`config.mk`:
```
export PLATFORM = sky130hd
export DESIGN_NAME = jtag_tap_ctrl
export DESIGN_NICKNAME = d
export VERILOG_FILES = /design/src/rtl/jtag_tap_ctrl.sv
export SDC_FILE = /design/constraint.sdc
export NUM_CORES = 1
export LEC_CHECK = 0
export CAP_MARGIN = 20
export CORE_ASPECT_RATIO = 0.6
export CORE_MARGIN = 8
export CORE_UTILIZATION = 50
export CTS_CLUSTER_SIZE = 25
export DETAILED_ROUTE_END_ITERATION = 12
export GPL_ROUTABILITY_DRIVEN = 0
export GPL_TIMING_DRIVEN = 1
export HOLD_SLACK_MARGIN = 0.05
export PLACE_DENSITY = 0.75
export SYNTH_ARGS = -nofsm -noshare
export SYNTH_HDL_FRONTEND = slang
export SYNTH_SLANG_ARGS = --single-unit
```
`constraint.sdc`:
```
create_clock -name clk -period 2.6 [get_ports clk]
set_clock_uncertainty 0.15 [all_clocks]
set_input_delay 0.65 -clock clk [delete_from_list [all_inputs] [get_ports clk]]
set_output_delay 0.65 -clock clk [all_outputs]
set_load 0.03 [all_outputs]
```
`src/rtl/jtag_tap_ctrl.sv`:
```
// jtag_tap_ctrl: IEEE 1149.1 TAP controller oversampling the JTAG pins in the clk domain
// Ports:
//   clk, rstn                 system clock, asynchronous active-low reset
//   tck, tms, tdi, trstn      raw JTAG pins, asynchronous to clk
//   tdo, tdo_en               test data out and its shift-valid flag
//   tap_state                 current TAP state (1149.1 encoding)
//   ir                        current instruction (1 = IDCODE, 2 = USER, else BYPASS)
//   user_capture_data         loaded into the user DR on Capture-DR
//   user_update_data          user DR contents latched on Update-DR
//   user_update               one-clk pulse when user_update_data is loaded
module jtag_tap_ctrl #(
    parameter int          IR_WIDTH      = 5,
    parameter logic [31:0] IDCODE        = 32'h1DC0_0001,
    parameter int          USER_DR_WIDTH = 32
) (
    input  logic                     clk,
    input  logic                     rstn,
    input  logic                     tck,
    input  logic                     tms,
    input  logic                     tdi,
    input  logic                     trstn,
    output logic                     tdo,
    output logic                     tdo_en,
    output logic [3:0]               tap_state,
    output logic [IR_WIDTH-1:0]      ir,
    input  logic [USER_DR_WIDTH-1:0] user_capture_data,
    output logic [USER_DR_WIDTH-1:0] user_update_data,
    output logic                     user_update
);

    typedef enum logic [3:0] {
        TLR      = 4'hF,
        RTI      = 4'hC,
        SEL_DR   = 4'h7,
        CAP_DR   = 4'h6,
        SH_DR    = 4'h2,
        EX1_DR   = 4'h1,
        PAUSE_DR = 4'h3,
        EX2_DR   = 4'h0,
        UPD_DR   = 4'h5,
        SEL_IR   = 4'h4,
        CAP_IR   = 4'hE,
        SH_IR    = 4'hA,
        EX1_IR   = 4'h9,
        PAUSE_IR = 4'hB,
        EX2_IR   = 4'h8,
        UPD_IR   = 4'hD
    } tap_t;

    localparam logic [IR_WIDTH-1:0] IR_IDCODE = IR_WIDTH'(1);
    localparam logic [IR_WIDTH-1:0] IR_USER   = IR_WIDTH'(2);

    tap_t                     state, state_nxt;
    logic [1:0]               tck_s, tms_s, tdi_s, trstn_s;
    logic                     tck_d;
    logic                     rise, fall, tms_i, tdi_i, trst;
    logic                     sel_id, sel_user, dr_lsb;
    logic [IR_WIDTH-1:0]      ir_sr;
    logic [31:0]              id_sr;
    logic [USER_DR_WIDTH-1:0] user_sr;
    logic                     bp_sr;

    // Two-flop synchronizers plus one extra tck copy for edge detection.
    // rise and fall both need tck_s[1] != tck_d with opposite polarity,
    // so they can never be asserted together.
    always_ff @(posedge clk or negedge rstn) begin
        if (!rstn) begin
            tck_s   <= '0;
            tms_s   <= '0;
            tdi_s   <= '0;
            trstn_s <= '0;
            tck_d   <= 1'b0;
        end else begin
            tck_s   <= {tck_s[0], tck};
            tms_s   <= {tms_s[0], tms};
            tdi_s   <= {tdi_s[0], tdi};
            trstn_s <= {trstn_s[0], trstn};
            tck_d   <= tck_s[1];
        end
    end

    assign rise      = tck_s[1] & ~tck_d;
    assign fall      = ~tck_s[1] & tck_d;
    assign tms_i     = tms_s[1];
    assign tdi_i     = tdi_s[1];
    assign trst      = ~trstn_s[1];
    assign tap_state = state;
    assign sel_id    = ir == IR_IDCODE;
    assign sel_user  = ir == IR_USER;
    assign dr_lsb    = sel_id ? id_sr[0] : sel_user ? user_sr[0] : bp_sr;

    always_ff @(posedge clk or negedge rstn) begin
        if (!rstn)
            state <= TLR;
        else
            state <= state_nxt;
    end

    always_comb begin
        state_nxt = state;
        if (trst)
            state_nxt = TLR;
        else if (rise) begin
            case (state)
                TLR:      state_nxt = tms_i ? TLR    : RTI;
                RTI:      state_nxt = tms_i ? SEL_DR : RTI;
                SEL_DR:   state_nxt = tms_i ? SEL_IR : CAP_DR;
                CAP_DR:   state_nxt = tms_i ? EX1_DR : SH_DR;
                SH_DR:    state_nxt = tms_i ? EX1_DR : SH_DR;
                EX1_DR:   state_nxt = tms_i ? UPD_DR : PAUSE_DR;
                PAUSE_DR: state_nxt = tms_i ? EX2_DR : PAUSE_DR;
                EX2_DR:   state_nxt = tms_i ? UPD_DR : SH_DR;
                UPD_DR:   state_nxt = tms_i ? SEL_DR : RTI;
                SEL_IR:   state_nxt = tms_i ? TLR    : CAP_IR;
                CAP_IR:   state_nxt = tms_i ? EX1_IR : SH_IR;
                SH_IR:    state_nxt = tms_i ? EX1_IR : SH_IR;
                EX1_IR:   state_nxt = tms_i ? UPD_IR : PAUSE_IR;
                PAUSE_IR: state_nxt = tms_i ? EX2_IR : PAUSE_IR;
                EX2_IR:   state_nxt = tms_i ? UPD_IR : SH_IR;
                UPD_IR:   state_nxt = tms_i ? SEL_DR : RTI;
                default:  state_nxt = TLR;
            endcase
        end
    end

    // Shift registers act on tck rise; outputs and instruction update act on tck fall.
    always_ff @(posedge clk or negedge rstn) begin
        if (!rstn) begin
            ir               <= IR_IDCODE;
            ir_sr            <= '0;
            id_sr            <= '0;
            user_sr          <= '0;
            bp_sr            <= 1'b0;
            tdo              <= 1'b0;
            tdo_en           <= 1'b0;
            user_update      <= 1'b0;
            user_update_data <= '0;
        end else begin
            user_update <= 1'b0;
            if (trst) begin
                ir      <= IR_IDCODE;
                ir_sr   <= '0;
                id_sr   <= '0;
                user_sr <= '0;
                bp_sr   <= 1'b0;
                tdo_en  <= 1'b0;
            end else if (rise) begin
                // Entering TLR lands the instruction in the same clk as the state change.
                if (state_nxt == TLR)
                    ir <= IR_IDCODE;
                if (state == CAP_IR)
                    ir_sr <= IR_WIDTH'(1);
                if (state == SH_IR)
                    ir_sr <= {tdi_i, ir_sr[IR_WIDTH-1:1]};
                if (state == CAP_DR) begin
                    if (sel_id)
                        id_sr <= IDCODE;
                    else if (sel_user)
                        user_sr <= user_capture_data;
                    else
                        bp_sr <= 1'b0;
                end
                if (state == SH_DR) begin
                    if (sel_id)
                        id_sr <= {tdi_i, id_sr[31:1]};
                    else if (sel_user)
                        user_sr <= {tdi_i, user_sr[USER_DR_WIDTH-1:1]};
                    else
                        bp_sr <= tdi_i;
                end
            end else if (fall) begin
                tdo_en <= state == SH_IR || state == SH_DR;
                if (state == SH_IR)
                    tdo <= ir_sr[0];
                if (state == SH_DR)
                    tdo <= dr_lsb;
                if (state == UPD_IR)
                    ir <= ir_sr;
                if (state == UPD_DR && sel_user) begin
                    user_update_data <= user_sr;
                    user_update      <= 1'b1;
                end
            end
        end
    end

endmodule

```
==> results of run 1 <==
[path summary, 6_finish.rpt]
kind,start,endpoint,slack [ns],cells after the start
setup / recovery,tap_state[3],tap_state[3],0.18,1
hold / removal,rstn,id_sr[13],0.08,1
min in group clk,trstn_s[0],trstn_s[1],0.20,0
hold reg to reg,trstn_s[0],trstn_s[1],0.20,0
setup reg to reg,ir[1],user_update_data[3],0.31,5
max in group asynchronous,rstn,user_update_data[21],1.59,2
[Yosys cell counts, types with 3 or more instances]
library cell	instances
mux2_2	18
o22ai_1	10
buf_6	6
o21ai_0	26
a21boi_0	5
a22oi_1	32
a311oi_1	7
nand3b_1	3
o221a_2	7
nor2_1	4
inv_1	3
a21oi_1	14
dfrtp_1	118
dfstp_2	5
nor3_1	3
buf_2	15
and3_1	3
a22o_1	29
clkbuf_1	18
nand2_1	22
nor2b_1	34
nand3_1	7
o211ai_1	23
mux2_1	14
nand4_1	3
[stage by stage]
step	utilization	std cells	hold WS, ns	power (mW)
4_1_cts	0.6621	690	0.08891	4.722
2_1_floorplan	-	465	0.1812	2.076
5_1_grt	0.6621	690	0.1237	4.831
6_report	0.6621	690	0.07542	4.691
3_5_place_dp	0.6029	658	0.1847	2.214
3_3_place_gp	0.6029	658	0.1882	2.212
[registers in the layout, indices dropped and copies added (netlist names), 2 cells and up]
name / count
id_sr: 32
user_sr: 32
user_update_data: 32
ir: 5
ir_sr: 5
tap_state: 4
tck_s: 2
tdi_s: 2
tms_s: 2
trstn_s: 2
[per-layer routing]
metal / GRT usage / up-vias / wire, um
li1: - / 1904 / -
met1: 0.2834 / 2126 / 6575
met2: 0.2749 / 201 / 6146
met3: 0.06698 / 14 / 1270
met4: 0.05072 / 0 / 111
met5: 0 / - / 0
[cell type report]
type                    instances  area [um2]
multi-input cells             297        2188
flip-flops and latches        123        3084
clock inverters                14       193.9
well taps                     139       173.9
clock buffers                  18       439.2
fillers                       776        3592
inverters                       4       15.01
repair buffers                 95       944.7
[report_power, final]
group | leakage [nW] | total (mW) | switching [mW] | internal (mW)
sequential | 1.68 | 1.96 | 0.0273 | 1.93
combinational | 1.02 | 0.220 | 0.127 | 0.0933
clock | 0.307 | 2.51 | 0.878 | 1.63
[kinds of logic (layout without fill, tap and decap cells)]
family | Yosys count | count (layout) | share of synthesized area
flip-flops | 123 | 123 | 0.5601
AND/OR/NAND/NOR | 98 | 98 | 0.1100
multiplexers | 34 | 34 | 0.06907
AO/OA/AOI/OAI | 165 | 165 | 0.2184
buffers and inverters | 45 | 131 | 0.04249
[repair_timing]
| item | CTS | global route |
|---|---|---|
| endpoints found under the setup margin | 3 | 0 |
| gates resized for setup | 3 | 0 |
| hold endpoints to repair | 0 | 0 |
| setup buffers | 0 | 0 |
==> qor.yml, run 1 <==
drt:
  antenna_left: 0
  avgRoutedWirePerCell_um: 20.44
  drt_wl_total_mm: 14.10
  drtPass1Iterations: 5
  drc: 0
  drtIter0Drc: 270
  via_per_inst: 6.152
  via_count: 4245
final_layout:
  syn_to_final_growth_pct: 27.83
  layout.nets: 576
  antennaDiodeCount: 0
  layout_common_cells: "dfrtp_1, clkdlybuf4s50_1, nor2b_1, a22oi_1, a22o_1"
  fin_area_um2: 7039
  final_common_cell: "dfrtp_1"
  drive_gt1_frac: 0.1561
yosys:
  syn_nets: 503
  ys_types: 56
  synth_area_leaders: "dfrtp_1, a22o_1, a22oi_1"
  async_flop_share: 1.000
  syn-cell-area_um2: 5507
  ys_seq_area_frac: 0.5601
  yosysTopAreaCell: "dfrtp_1"
  synth-edff-count: 0
  ys_seq_elements: 123
  synth_top_area_frac: 0.5362
  synthCells: 465
  dominantRegCellSynth: "dfrtp_1"
  syn_area_per_cell_um2: 11.84
  synth_warnings: 0
power:
  peakVddDrop_mv: 0.4802
  power_density_nw_per_um2: 666.4
  p_leak_nw: 3.011
critical_path:
  path_buf_inv: 1
  crit_type: "reg -> out"
  arrival_ns: 1.62
  cp_slowest_cell: "dfstp_2"
  cp_max_fo: 20
  crit_family: "flip-flops"
  worstPathRequired_ns: 1.80
  crit_path_start_kind: "register"
  cp-end-kind: "output pin"
  cpPeakStageDelay_ns: 0.77
  crit_chain: "dlygate4sd2_1"
sta:
  hold_viol_final: 0
  setup_viol: 0
  max_slew_margin: 0.4232
  setup_ws_ns: 0.1750
  period_needed_ns: 2.425
  rsz0062_at_grt: "false"
  fmax_ghz: 0.4124
  fin_tns_setup_ns: 0
  worst_pin_slew_ns: 0.8652
  slew_violations: 0
  finalCritPeriodShare: 0.9327
placement:
  dpl_cell_area_um2: 6410
  io_buffers: 81
  hpwlAfterDp_mm: 9.136
  pre_cts_slack_ns: 0.3059
cts:
  clock_path_buffers: 2
  htree_levels: 4
  cts_hold_buf: 0
  cts_made_buffers: 17
  clkSinkCount: 123
  tritoncts: "built"
  clock_latency_ns: 0.41
  clockRootBuffer: "clkbuf_16"
  clk_pin_slew_ns: 0.05
die:
  dieHeight_um: 97.29
  ios: 82
  dieArea_um2: 14740
  initial_utilization: 0.5179
  die_w_um: 151.5
  rows: 29
  core_um2: 10630
min_path:
  min_path_type: "in -> async"
grt:
  grt_pass1_wl_mm: 23.01
  grt_overflow: 0
  grt_pass1_vias: 4282
  antenna_found_initial: 0
  grt_max_degree: 46
  track_usage: 0.1967
outcome:
  outcome: "complete, no violations"
flow_run:
  max_cap_viol_count: 0
No activity file was read; power rests on OpenSTA's default activity.
==> run 2: changes to the inputs <==
--- a/config.mk
+++ b/config.mk
@@ -14,5 +14,4 @@
 export GPL_ROUTABILITY_DRIVEN = 0
 export GPL_TIMING_DRIVEN = 1
-export HOLD_SLACK_MARGIN = 0.05
 export PLACE_DENSITY = 0.75
 export SYNTH_ARGS = -nofsm -noshare
--- a/constraint.sdc
+++ b/constraint.sdc
@@ -3,3 +3,3 @@
 set_input_delay 0.65 -clock clk [delete_from_list [all_inputs] [get_ports clk]]
 set_output_delay 0.65 -clock clk [all_outputs]
-set_load 0.03 [all_outputs]
+set_load 0.02 [all_outputs]
==> run 2 against run 1 <==
Against the previous run: non-clock buffer count decreased by 1; total power up 6.0%; first-iteration DRC count increased by 41%; fmax shrank 3.9%; largest power group unchanged.
==> qor.yml, run 2 (synthesized netlist as in run 1, its figures left out) <==
placement:
  hpwlAfterDp_mm: 9.128  # about the same
  pre_cts_slack_ns: 0.3515  # +0.04560 ns
  dpl_cell_area_um2: 6417  # +0.12%
  placed_cells: 657  # -0.15%
  io_buffers: 81  # unchanged
power:
  p_switching_mw: 1.007  # -2.5%
  swShare: 0.2025  # -0.01764
  seqPwrFrac: 0.394  # -0.024
  p_leak_nw: 3.046  # +1.2%
  peakVddDrop_mv: 0.5083  # +5.9%
  power_density_nw_per_um2: 698.5  # +4.8%
  p_int_mw: 3.966  # +8.4%
  comb_power_share: 0.044  # -0.003
  clkPwrFrac: 0.562  # +0.027
final_layout:
  drive_gt1_frac: 0.1509  # -0.005171
  layout_common_cells: "dfrtp_1, clkdlybuf4s50_1, nor2b_1, a22oi_1, a22o_1"
  layout.nets: 575  # -0.17%
  fin_area_um2: 7119  # +1.1%
  final_common_cell: "dfrtp_1"
  layout.cells.non_filler: 689  # -0.14%
  layout_top_registers: "id_sr (32), user_sr (32), user_update_data (32)"
  syn_to_final_growth_pct: 29.29
  antennaDiodeCount: 0  # unchanged
  fin_util: 0.6696  # +0.007532
critical_path:
  cp-startpoint: "tap_state[1]"
  crit_type: "reg -> out"
  cpPeakStageDelay_ns: 0.67  # -0.10 ns
  cp_max_fo: 14  # -30%
  crit_path_start_kind: "register"
  cp_slowest_cell: "clkdlybuf4s50_1"
  path_buf_inv: 1  # unchanged
  reg2reg_slack_ns: 0.32  # about the same
  rr_worst_depth: 4  # -1
  cp-end-kind: "output pin"
  crit_family: "buffers and inverters"
  cp.depth: 1  # unchanged
  r2r-start: "tap_state[1]"
  endpoint: "tap_state[1]"
  worstPathRequired_ns: 1.80  # about the same
  crit_chain: "clkdlybuf4s50_1"
  arrival_ns: 1.72  # +0.10 ns
  r2r-end: "id_sr[10]"
sta:
  fmax_ghz: 0.3962  # -3.9%
  max_slew_margin: 0.4623  # +0.03912
  worst_pin_slew_ns: 0.8065  # -0.05868 ns
  setup_viol: 0  # unchanged
  slew_violations: 0  # unchanged
  setup_ws_ns: 0.07588  # -0.09914 ns
  fin_tns_setup_ns: 0  # unchanged
  hold_viol_final: 0  # unchanged
  rsz0062_at_grt: "false"
  period_needed_ns: 2.524  # +0.09914 ns
  finalCritPeriodShare: 0.9708  # +0.03813
cts:
  tritoncts: "built"
  clock_path_buffers: 2  # unchanged
  clk_pin_slew_ns: 0.05  # about the same
  cts_made_buffers: 17  # unchanged
  cts_resized: 5  # +2
  cts_hold_buf: 0  # unchanged
  clkSinkCount: 123  # unchanged
  cts_setup_buffers: 0  # unchanged
  clockRootBuffer: "clkbuf_16"
  htree_levels: 4  # unchanged
  clock_latency_ns: 0.41  # about the same
flow_run:
  max_cap_viol_count: 0  # unchanged
die:
  dieArea_um2: 14740  # unchanged
  die_w_um: 151.5  # unchanged
  rows: 29  # unchanged
  ios: 82  # unchanged
  dieHeight_um: 97.29  # unchanged
  initial_utilization: 0.5179  # unchanged
  core_um2: 10630  # unchanged
grt:
  grt_pass1_wl_mm: 23.34  # +1.4%
  track_usage: 0.2026  # +0.005892
  grt_max_degree: 44  # -4.3%
  antenna_found_initial: 0  # unchanged
  grt_pass1_vias: 4380  # +2.3%
  grt_overflow: 0  # unchanged
drt:
  drtPass1Iterations: 5  # unchanged
  avgRoutedWirePerCell_um: 21.07  # +3.1%
  via_per_inst: 6.238  # +1.4%
  antenna_left: 0  # unchanged
  via_count: 4298  # +1.2%
  drt_wl_total_mm: 14.51  # +2.9%
  drc: 0  # unchanged
  drtIter0Drc: 381  # +41%
min_path:
  min_path_type: "in -> async"
outcome:
  outcome: "complete, no violations"
==> run 2: how the worst min path moves through the flow <==
stage	endpoint	slack [ns]	cells after the start
after detailed placement	tdi_s[1]	0.18	0
final	tck_s[0]	0.08	1
after floorplan	tck_s[1]	0.18	0
after global routing	tck_s[0]	0.1	1
after CTS	tck_s[0]	0.09	1
after global placement	trstn_s[1]	0.18	0
==> run 2: layout make-up <==
cell class | count | area (um2)
fillers | 808 | 3512
flip-flops and latches | 123 | 3092
multi-input cells | 297 | 2188
repair buffers | 94 | 952.2
clock buffers | 20 | 456.7
clock inverters | 12 | 241.5
well taps | 139 | 173.9
inverters | 4 | 15.01
==> run 2: metal layers <==
layer,part of all wire,track usage
met5,0,0
met4,0.0087,0.06056
met3,0.082,0.06605
met2,0.45,0.3018
met1,0.45,0.2746
==> run 2: through the flow <==
stage	hold WS, ns	power (mW)
2_1_floorplan	0.1812	2.072
3_3_place_gp	0.1849	2.206
3_5_place_dp	0.1847	2.212
4_1_cts	0.08890	5.006
5_1_grt	0.09898	5.112
6_report	0.07637	4.973
==> run 2: power groups by stage <==
| stage | Combinational (mW) | Sequential [mW] | Clock [mW] |
|---|---|---|---|
| after floorplan | 0.0950 | 1.98 | 0 |
| after global placement | 0.216 | 1.99 | 0 |
| after detailed placement | 0.219 | 1.99 | 0 |
| after CTS | 0.219 | 1.96 | 2.83 |
| after global routing | 0.235 | 1.96 | 2.91 |
| final | 0.217 | 1.96 | 2.79 |
==> run 3: changes to the inputs <==
- PLACE_DENSITY: 0.75 -> 0.72
==> run 3 against run 2 <==
Against the previous run: register-to-register slack improved by 0.05 ns; flip-flop and latch count unchanged; count of clock-buffer cells in the layout increased by 3; sequential share of layout area increased by 0.70 points; cell area decreased by 1.6%; routed wire length decreased by 5.6%; clock power decreased by 16%; hold slack improved by 0.12 ns; critical path type unchanged.
==> qor.yml, run 3 (synthesized netlist as in run 1, its figures left out) <==
grt:
  grt_pass1_vias: 4261  # -2.7%
  track_usage: 0.1932  # -0.009451
  antenna_found_initial: 0  # unchanged
  grt_overflow: 0  # unchanged
  grt_pass1_wl_mm: 22.72  # -2.6%
  grt_max_degree: 76  # +73%
drt:
  drtIter0Drc: 406  # +6.6%
  via_per_inst: 6.088  # -2.4%
  avgRoutedWirePerCell_um: 19.86  # -5.7%
  antenna_left: 0  # unchanged
  drt_wl_total_mm: 13.71  # -5.6%
  drc: 0  # unchanged
  via_count: 4201  # -2.3%
  drtPass1Iterations: 5  # unchanged
sta:
  slew_violations: 0  # unchanged
  setup_viol: 0  # unchanged
  max_slew_margin: 0.4377  # -0.02460
  fmax_ghz: 0.3989  # +0.69%
  finalCritPeriodShare: 0.9641  # -0.006699
  hold_slack_ns: 0.1944  # +0.1180 ns
  setup_ws_ns: 0.09330  # +0.01742 ns
  rsz0062_at_grt: "false"
  hold_viol_final: 0  # unchanged
  fin_tns_setup_ns: 0  # unchanged
  worst_pin_slew_ns: 0.8434  # +0.03691 ns
  period_needed_ns: 2.507  # -0.01742 ns
power:
  power_density_nw_per_um2: 644.7  # -7.7%
  peakVddDrop_mv: 0.5135  # +1.0%
  p_total_mw: 4.517  # -9.2%
  p_leak_nw: 3.001  # -1.5%
critical_path:
  worstPathRequired_ns: 1.80  # about the same
  crit_type: "reg -> out"
  cpPeakStageDelay_ns: 0.65  # -0.02 ns
  arrival_ns: 1.71  # about the same
  crit_chain: "clkdlybuf4s50_1"
  cp-end-kind: "output pin"
  r2r-end: "id_sr[30]"
  r2r-start: "tap_state[2]"
  crit_family: "flip-flops"
  path_buf_inv: 1  # unchanged
  crit_path_start_kind: "register"
  cp-startpoint: "tap_state[1]"
  reg2reg_slack_ns: 0.37  # +0.05 ns
  rr_worst_depth: 5  # +1
  cp_max_fo: 14  # unchanged
  cp_slowest_cell: "dfstp_2"
die:
  core_um2: 10630  # unchanged
  dieHeight_um: 97.29  # unchanged
  rows: 29  # unchanged
  dieArea_um2: 14740  # unchanged
  ios: 82  # unchanged
  die_w_um: 151.5  # unchanged
  initial_utilization: 0.5179  # unchanged
flow_run:
  max_cap_viol_count: 0  # unchanged
final_layout:
  layout_common_cells: "dfrtp_1, clkdlybuf4s50_1, nor2b_1, a22oi_1, a22o_1"
  layout_top_registers: "id_sr (32), user_sr (32), user_update_data (32)"
  antennaDiodeCount: 0  # unchanged
  drive_gt1_frac: 0.1452  # -0.005719
  final_common_cell: "dfrtp_1"
  layout.cells.non_filler: 690  # +0.15%
  layout.nets: 577  # +0.35%
  fill_cells: 769  # -4.8%
  syn_to_final_growth_pct: 27.24
cts:
  clk_pin_slew_ns: 0.05  # about the same
  tritoncts: "built"
  clockRootBuffer: "clkbuf_16"
  clock_latency_ns: 0.40  # about the same
  htree_levels: 4  # unchanged
  clock_path_buffers: 2  # unchanged
  clkSinkCount: 123  # unchanged
  cts_made_buffers: 17  # unchanged
placement:
  placed_cells: 658  # +0.15%
  hpwlAfterDp_mm: 8.991  # -1.5%
  io_buffers: 81  # unchanged
  pre_cts_slack_ns: 0.3739  # +0.02249 ns
min_path:
  worstHoldPathCells: 0
  min_to: "tdi_s[1]"
  min_path_type: "reg -> reg"
  hold_start: "tdi_s[0]"
outcome:
  outcome: "complete, no violations"
run 3: worst max-delay path by stage:
stage / endpoint / slack (ns) / cells past startpoint
finish: tap_state[1] / 0.09 / 1
global route: tap_state[1] / 0.04 / 1
CTS: tap_state[3] / 0.002 / 1
detailed placement: tap_state[3] / 0.37 / 1
global placement: tap_state[3] / 0.39 / 1
floorplan: user_update_data[14] / 0.62 / 6
run 3: what timing repair did:
action | CTS | global route
endpoints found under the setup margin | 3 | 2
setup buffers | 0 | 0
gates cloned | 0 | 0
resized for setup | 3 | 2
hold endpoints to repair | 21 | 0
hold buffers | 1 | 0
run 3: through the flow:
stage          cell area, um2  utilization
2_1_floorplan            5507            -
3_3_place_gp             6400       0.6020
3_5_place_dp             6400       0.6020
4_1_cts                  7002       0.6586
5_1_grt                  7007       0.6591
6_report                 7007       0.6591
run 3: layout make-up:
cell class	instances	area [um2]	share of cell area
Sequential cell	123	3092	0.4413
Inverter	4	15.01	0.002143
Tap cell	139	173.9	0.02482
Clock buffer	23	467.9	0.06679
Multi-Input combinational cell	297	2188	0.3123
Clock inverter	8	117.6	0.01679
Timing Repair Buffer	96	952.2	0.1359
run 3: routing by layer:
| layer | routed length (um) | GRT usage | vias up | part of all wire |
|---|---|---|---|---|
| met5 | 0 | 0 | - | 0 |
| met4 | 133 | 0.06207 | 0 | 0.0097 |
| met3 | 1140 | 0.06279 | 11 | 0.083 |
| met2 | 5820 | 0.2589 | 149 | 0.42 |
| met1 | 6611 | 0.2849 | 2141 | 0.48 |
| li1 | - | - | 1900 | - |
run 3: power breakdown:
group	switching, mW	total (mW)	internal (mW)
clock	0.795	2.34	1.55
combinational	0.124	0.215	0.0911
sequential	0.0282	1.96	1.93
==> RTL change (config.mk and constraints of run 1) <==
`IR_WIDTH`: 5 -> 10.
--- a/src/rtl/jtag_tap_ctrl.sv
+++ b/src/rtl/jtag_tap_ctrl.sv
@@ -9,7 +9,7 @@
 //   user_update_data          user DR contents latched on Update-DR
 //   user_update               one-clk pulse when user_update_data is loaded
 module jtag_tap_ctrl #(
-    parameter int          IR_WIDTH      = 5,
+    parameter int          IR_WIDTH      = 10,
     parameter logic [31:0] IDCODE        = 32'h1DC0_0001,
     parameter int          USER_DR_WIDTH = 32
 ) (
Interface: changed (resized ir); port bits go from 82 to 87. The function was not compared with the original's and may differ.
==> RTL change against run 1 <==
Routed wire length is 1.8% lower; synthesized area is 5.0% higher; power rose by 5.0%; synthesized cell count increased by 5.6%; cell area increased by 6.0%; core utilization down 0.17 points; worst setup slack worse by 0.088 ns; critical path depth did not move; die area increased by 4.3%; sequential cell count up 10; non-clock buffer count grew 7; largest power group unchanged.
==> RTL change: results (changes against run 1) <==
[route]
vias=4332  ; was 4,245
drtPass1Iterations=6  ; was 5
drt-initial-drc-count=343  ; was 270
routed_wl_mm=13.9  ; was 14.1 mm

[final_layout]
final_nets=613  ; was 576
drive_gt1_frac=0.153  ; was 0.156
fillers=810  ; was 776

[placed_design]
pre_cts_slack_ns=0.286  ; was 0.306 ns
dpl-instance-area_mm2=0.00680  ; was 0.00641 mm²
dpl.hpwl_mm=9.37  ; was 9.14 mm
port_buffers=86  ; was 81

[critical_path]
cp.arrival_ns=1.71  ; was 1.62 ns
critical_path_peak_fanout=11  ; was 20
crit_slowest_cell=clkdlybuf4s50_1  ; was dfstp_2
path_delay_family=buffers and inverters  ; was flip-flops
crit_path_max_incr_delay_ns=0.70  ; was 0.77 ns

[synth]
synthArstFlopShare=1.00  ; unchanged
synth-compound-area-share=0.171  ; was 0.218
muxShareOfSynthArea=0.0658  ; was 0.0691
yosys.cell_types.count=52  ; was 56
synth-seq-area-share=0.577  ; was 0.560
synthTopCellsByCount=128 x dfrtp_1, 42 x inv_1, 34 x nor3_1, 33 x a221o_1, 29 x mux2_2  ; was 118 x dfrtp_1, 34 x nor2b_1, 32 x a22oi_1, 29 x a22o_1, 26 x o21ai_0
syn-num-nets=529  ; was 503
netlist_top_cells_area=dfrtp_1 55%, a221o_1 5.7%, mux2_2 5.7%  ; was dfrtp_1 54%, a22o_1 4.6%, a22oi_1 4.4%
synth-xor-area-share=0.00152  ; was 0
ys.flop_type=dfrtp_1  ; unchanged

[sta]
worstMarginPinSlew_ns=0.702  ; was 0.865 ns

[worst_hold_path]
min_path_type=reg -> reg  ; was in -> async

[grt]
antenna_found_initial=0  ; unchanged
grt_first_pass_wirelength_mm=23.6  ; was 23.0 mm
track_usage=0.192  ; was 0.197
grt_max_degree=57  ; was 46
grt_pass1_vias=4506  ; was 4,282

[power_and_ir_drop]
leakage_nw=3.33  ; was 3.01 nW
switching_share=0.207  ; was 0.220
irDropWorstVdd_mv=0.451  ; was 0.480 mV

[cts]
cts-root-buf=clkbuf_16  ; unchanged
cts_setup_buffers=0  ; unchanged
clk_pin_slew_ns=0.06
cts.path.max_buffers=2  ; unchanged

[status]
status=finished clean  ; unchanged

[RTL change: cell count changes in the layout (fill, tap and decap cells not counted), sizes merged, moves of 9 or more]
cell / delta
a211oi: +13
o21ai: -13
a22oi: -32
dfrtp: +10
inv: +38
a221o: +33
nand4: +10
a221oi: +9
nor3: +30
o22ai: -9
nor2b: -27
o211ai: -22
[RTL change: cells by family after synthesis]
group,count (synthesis)
compound gates,121
mux,34
simple gates,123
buf+inv,79
flops,133
xor+xnor,1
[RTL change: power groups by stage]
| stage | clock network (mW) | logic [mW] | registers, mW |
|---|---|---|---|
| after global routing | 2.75 | 0.239 | 2.11 |
| after CTS | 2.66 | 0.217 | 2.10 |
| after detailed placement | 0 | 0.216 | 2.14 |
| final | 2.61 | 0.215 | 2.10 |
| after global placement | 0 | 0.211 | 2.14 |
| after floorplan | 0 | 0.0879 | 2.13 |
[RTL change: area by class of cell]
cell class | count | area [µm²] | area share
flip-flops and latches | 133 | 3330 | 0.447
multi-input cells | 279 | 2100 | 0.281
repair buffers | 102 | 1020 | 0.137
clock buffers | 20 | 447 | 0.0599
clock inverters | 12 | 204 | 0.0273
well taps | 160 | 200 | 0.0268
inverters | 42 | 158 | 0.0211
[RTL change: worst paths after layout]
kind / start / end / slack [ns] / cells past startpoint
max: tap_state[1] / tap_state[1] / 0.09 / 1
min in group asynchronous: rstn / user_update_data[8] / 0.57 / 2
max in group asynchronous: rstn / tap_state[3] / 1.07 / 3
max reg2reg: ir[7] / id_sr[23] / 0.25 / 5
min reg2reg: tdi_s[0] / tdi_s[1] / 0.20 / 0
min: tdi_s[0] / tdi_s[1] / 0.20 / 0
[RTL change: repair_timing]
action / 4_1_cts / 5_1_grt
resized for setup: 3 / 2
endpoints found under the setup margin: 3 / 2
endpoints found under the hold margin: 26 / 0
hold buffers: 1 / 0
[RTL change: metrics by stage]
stage / power (mW) / std cells
after detailed placement: 2.36 / 715
after global placement: 2.35 / 715
final: 4.93 / 748
after CTS: 4.98 / 748
after global routing: 5.10 / 748
after floorplan: 2.22 / 491
[RTL change: per-layer routing]
metal / wire, µm / share of wire / vias up / GRT usage
li1: - / - / 1994 / -
met5: 0 / 0 / - / 0
met3: 1010 / 0.073 / 14 / 0.0610
met2: 6160 / 0.44 / 156 / 0.275
met1: 6510 / 0.47 / 2168 / 0.272
met4: 172 / 0.012 / 0 / 0.0554
